<file path="config.mk">
export PLATFORM = sky130hd
export DESIGN_NAME = router_sync
export DESIGN_NICKNAME = d
export VERILOG_FILES = /design/src/rtl/router_sync.sv
export SDC_FILE = /design/constraint.sdc
export NUM_CORES = 1
export LEC_CHECK = 0
export CORE_MARGIN = 2
export CORE_UTILIZATION = 46
export CTS_CLUSTER_SIZE = 25
export DETAILED_ROUTE_END_ITERATION = 10
export PLACE_DENSITY = 0.77
export SETUP_SLACK_MARGIN = 0.2
export SLEW_MARGIN = 20
export SYNTH_ARGS = -nofsm -noshare
export SYNTH_HDL_FRONTEND = slang
export SYNTH_SLANG_ARGS = --single-unit
export TNS_END_PERCENT = 20
</file>
<file path="constraint.sdc">
create_clock -name clock -period 1.24 [get_ports clock]
set_clock_uncertainty 0.1 [all_clocks]
set_input_delay 0.248 -clock clock [delete_from_list [all_inputs] [get_ports clock]]
set_output_delay 0.248 -clock clock [all_outputs]
set_load 0.02 [all_outputs]
</file>
<file path="src/rtl/router_sync.sv">
// router_sync: address latch, write steering, valid-out and FIFO timeout flush for the 1x3 router.
// Ports: clock/reset; detect_add, data_in, write_enb_reg from the FSM; read_enb_x, empty_x, full_x
// from destinations/FIFOs; write_enb, fifo_full, vld_out_x, soft_reset_x out.
// Optional macro ROUTER_SYNC_TIMEOUT_STATUS_EN adds status_clr in / timeout_status[2:0] out
// (sticky per-port timeout flags).
module router_sync #(
  parameter int TIMEOUT = 30,
  parameter int CNT_W   = 5
) (
  input  logic       clock,
  input  logic       reset,
  input  logic       detect_add,
  input  logic [1:0] data_in,
  input  logic       write_enb_reg,
  input  logic       read_enb_0,
  input  logic       read_enb_1,
  input  logic       read_enb_2,
  input  logic       empty_0,
  input  logic       empty_1,
  input  logic       empty_2,
  input  logic       full_0,
  input  logic       full_1,
  input  logic       full_2,
  output logic [2:0] write_enb,
  output logic       fifo_full,
  output logic       vld_out_0,
  output logic       vld_out_1,
  output logic       vld_out_2,
  output logic       soft_reset_0,
  output logic       soft_reset_1,
  output logic       soft_reset_2
`ifdef ROUTER_SYNC_TIMEOUT_STATUS_EN
  ,
  input  logic       status_clr,
  output logic [2:0] timeout_status
`endif
);

  localparam logic [CNT_W-1:0] C_LAST = CNT_W'(TIMEOUT - 1);

  logic [1:0]       r_addr;
  logic [CNT_W-1:0] r_cnt [3];
  logic [2:0]       r_sr;
  logic [2:0]       w_vld;
  logic [2:0]       w_rd;
  logic [2:0]       w_qual;
  logic [2:0]       w_hit;

  assign w_vld = ~{empty_2, empty_1, empty_0};
  assign w_rd  = {read_enb_2, read_enb_1, read_enb_0};
  // data waiting and nobody reading it this cycle
  assign w_qual = w_vld & ~w_rd;

  assign vld_out_0 = w_vld[0];
  assign vld_out_1 = w_vld[1];
  assign vld_out_2 = w_vld[2];

  assign soft_reset_0 = r_sr[0];
  assign soft_reset_1 = r_sr[1];
  assign soft_reset_2 = r_sr[2];

  always_comb begin
    w_hit = 3'b000;
    for (int i = 0; i < 3; i++)
      w_hit[i] = w_qual[i] && (r_cnt[i] == C_LAST);
  end

  // steering uses the registered address, so a header
  // written in the same cycle still goes to the old port
  always_comb begin
    write_enb = 3'b000;
    fifo_full = 1'b0;
    case (r_addr)
      2'b00: begin
        write_enb = {2'b00, write_enb_reg};
        fifo_full = full_0;
      end
      2'b01: begin
        write_enb = {1'b0, write_enb_reg, 1'b0};
        fifo_full = full_1;
      end
      2'b10: begin
        write_enb = {write_enb_reg, 2'b00};
        fifo_full = full_2;
      end
      default: begin
        write_enb = 3'b000;
        fifo_full = 1'b0;
      end
    endcase
  end

  always_ff @(posedge clock or posedge reset) begin
    if (reset) begin
      r_addr <= 2'b11;
      r_sr   <= 3'b000;
      for (int i = 0; i < 3; i++)
        r_cnt[i] <= '0;
    end else begin
      if (detect_add)
        r_addr <= data_in;
      for (int i = 0; i < 3; i++) begin
        if (w_hit[i]) begin
          r_cnt[i] <= '0;
          r_sr[i]  <= 1'b1;
        end else if (w_qual[i]) begin
          r_cnt[i] <= r_cnt[i] + CNT_W'(1);
          r_sr[i]  <= 1'b0;
        end else begin
          r_cnt[i] <= '0;
          r_sr[i]  <= 1'b0;
        end
      end
    end
  end

`ifdef ROUTER_SYNC_TIMEOUT_STATUS_EN
  logic [2:0] r_status;

  assign timeout_status = r_status;

  // a new timeout beats a simultaneous clear
  always_ff @(posedge clock or posedge reset) begin
    if (reset)
      r_status <= 3'b000;
    else if (status_clr)
      r_status <= w_hit;
    else
      r_status <= r_status | w_hit;
  end
`endif

endmodule

</file>
==> reports/results.ini <==
[pwr]
p_switching_uw = 289.3
power.leakage_nw = 0.6165
sw_frac_of_total = 0.2283
p_per_area_mw_per_mm2 = 953.8
power.total_mw = 1.267
peakVddDrop_v = 0.0008130
p_clk_frac = 0.285
combPwrFrac = 0.171
p_int_uw = 978.1
p_seq_frac = 0.544

[logic_synthesis]
yosysSeqAreaShare = 0.5607
synthDistinctLibCells = 18
synth_area_leaders = dfrtp_1 50%, ha_1 8.4%, nor2_1 7.5%, dfstp_2 5.9%, xor2_1 5.9%
synthTopCellsByCount = 18 x dfrtp_1, 18 x nor2_1, 7 x inv_1
syn_avg_cell_area_sq_um = 10.81
synth_async_sr_flop_share = 1.000
synthesis.nets = 104
synth_top_area_share = 0.5021
synth_ff_type = dfrtp_1
synth_edf_count = 0
synth_area_sq_um = 897.1
synth_seq_cells = 20
yosysTopAreaCell = dfrtp_1
synth_warnings = 0
syn_inst = 83

[grt]
grt_pass1_wl_um = 2484
grt_overflow_total = 0
grt_util_met1 = 0.1871
grt_start_max_net_pins = 21
grt_use_total = 0.1571
grt_pass1_vias = 658
use_met2 = 0.2789
met3_usage = 0.02593
grt.busiest_layer = met2
antenna_found_initial = 0

[routing]
vias = 683
drc = 0
first_iter_violations = 7
drtPass1Iterations = 2
vias_per_cell = 4.710
drt-total-wl_um = 1672
wl_per_cell_um = 11.53
antenna_left = 0

[worst_setup_path]
rrSetupSlack_ns = 0.09
worstPathRequired_ns = 0.89
r2r_cells = 5
r2r-end = r_cnt[5]
cp.arrival_ns = 1.32
critPathMaxFanout = 5
reg2reg_from = r_cnt[6]
crit_type = flop to primary output
cp-end-kind = primary output
worstSetupStartpointType = flop

[floorplanning]
core_sq_mm = 0.001783
chipWidth_um = 48.16
initial_core_util = 0.5032
die_h_um = 48.16
io_pins = 25
rows = 15
dieArea_sq_mm = 0.002319

[sta]
timing.hold.ws_ns = 0.1392
fin_crit_ns = 1.665
slew_viol_final = 0
tightest_slew_ns = 0.1803
fin_ws_ns = -0.4247
setup_tns_ns = -1.427
setup_violations = 5
slew_headroom = 0.8764
max_freq_mhz = 600.7
hold_viol_final = 0
min_period_over_period = 1.342
rsz0062_at_grt = true

[min_path]
min_path_cells = 3
worstHoldStart = empty_2
holdPathEnd = r_sr[2]
hp-class = primary input to flop

[cts]
clk_transition_reported_paths_ns = 0.10
tritoncts = built
ctsHoldBuffers = 0
clockRootBuffer = clkbuf_4
clock_path_buffers = 2
cts_buffers = 3
htree_levels = 1
clkSinkCount = 20
insertion_delay_ns = 0.29

[run]
max_cap_violations = 0

[placed_design]
place_area_sq_mm = 0.001229
io_buffer_count = 24
gp_congestion = 0.6759
dpl.hpwl_um = 1260

[layout]
drive_above_1_share = 0.3500
num-nets-final = 142
syn2layout_area_growth_pct = 48.12
utilization = 0.7453
diodes = 0
final_area_sq_mm = 0.001329

[run_status]
outcome = complete, but fails checks
violations = setup timing

[power groups by stage]
stage               Clock [mW]  Sequential (mW)  Combinational [mW]
floorplan                    0            0.701              0.0774
global placement             0            0.704               0.183
detailed placement           0            0.705               0.189
CTS                      0.374            0.690               0.210
global route             0.403            0.693               0.237
finish                   0.361            0.690               0.217
[how the worst max path moves through the flow]
stage	start	end	slack, ns	cells past startpoint
floorplan	r_addr[0]	fifo_full	0.02	2
global placement	write_enb_reg	write_enb[1]	-0.59	3
detailed placement	full_0	fifo_full	-0.64	4
CTS	r_addr[0]	fifo_full	-0.45	3
global route	r_addr[0]	fifo_full	-0.49	3
finish	r_addr[0]	fifo_full	-0.42	3
[state kept, by name (all words and copies together), names as in the netlist]
register / cells
r_addr: 2
r_cnt: 15
r_sr: 3
[layout make-up]
class	count	area (sq um)
multi-input cells	56	407.9
clock buffers	4	36.28
well taps	25	31.28
inverters	7	26.28
fillers	127	454.2
flip-flops and latches	20	503.0
repair buffers	33	324.1
[critical path, stage by stage (launching register included)]
cell and delay [ns]:
dfstp_2 0.59, mux2i_1 0.24, o21ai_2 0.08, buf_6 0.13
[metal layers]
metal,vias up,wire length (um)
met5,-,0
met3,2,93
met4,0,13
met2,18,842
li1,348,-
met1,315,722
[kinds of logic (layout without fill, tap and decap cells)]
| kind of cell | after synthesis | in the layout | synth area share |
|---|---|---|---|
| AND/OR/NAND/NOR | 37 | 37 | 0.1967 |
| XOR/XNOR | 9 | 9 | 0.08787 |
| buffers and inverters | 7 | 44 | 0.02929 |
| multiplexers | 3 | 3 | 0.03626 |
| AO/OA/AOI/OAI | 1 | 1 | 0.005573 |
| flip-flops | 20 | 20 | 0.5607 |
| adder cells (fa/ha/maj) | 6 | 6 | 0.08368 |
[stage by stage]
step	std cells	setup slack [ns]
after floorplan	83	0.02046
after global placement	137	-0.5945
after detailed placement	137	-0.6418
after CTS	144	-0.4490
after global routing	145	-0.4896
final	145	-0.4247
[repair_timing]
item / 4_1_cts / 5_1_grt
setup endpoints to repair: 27 / 27
gates resized for setup: 66 / 4
setup buffers: 3 / 1
pin swaps: 24 / 8
[layout by cell type, fill, tap and decap left out, types with 3 or more instances in the layout]
master	synthesis	routed
buf_4	0	9
buf_6	0	8
clkbuf_4	0	3
clkdlybuf4s50_1	0	12
dfrtp_1	18	18
ha_2	0	6
inv_1	7	7
nand2_2	0	3
nand3_1	6	5
nand4_1	3	3
nor2_1	18	17
nor3_1	3	3
xnor2_1	3	3
xor2_1	6	6
(Power assumes the default switching activity.)
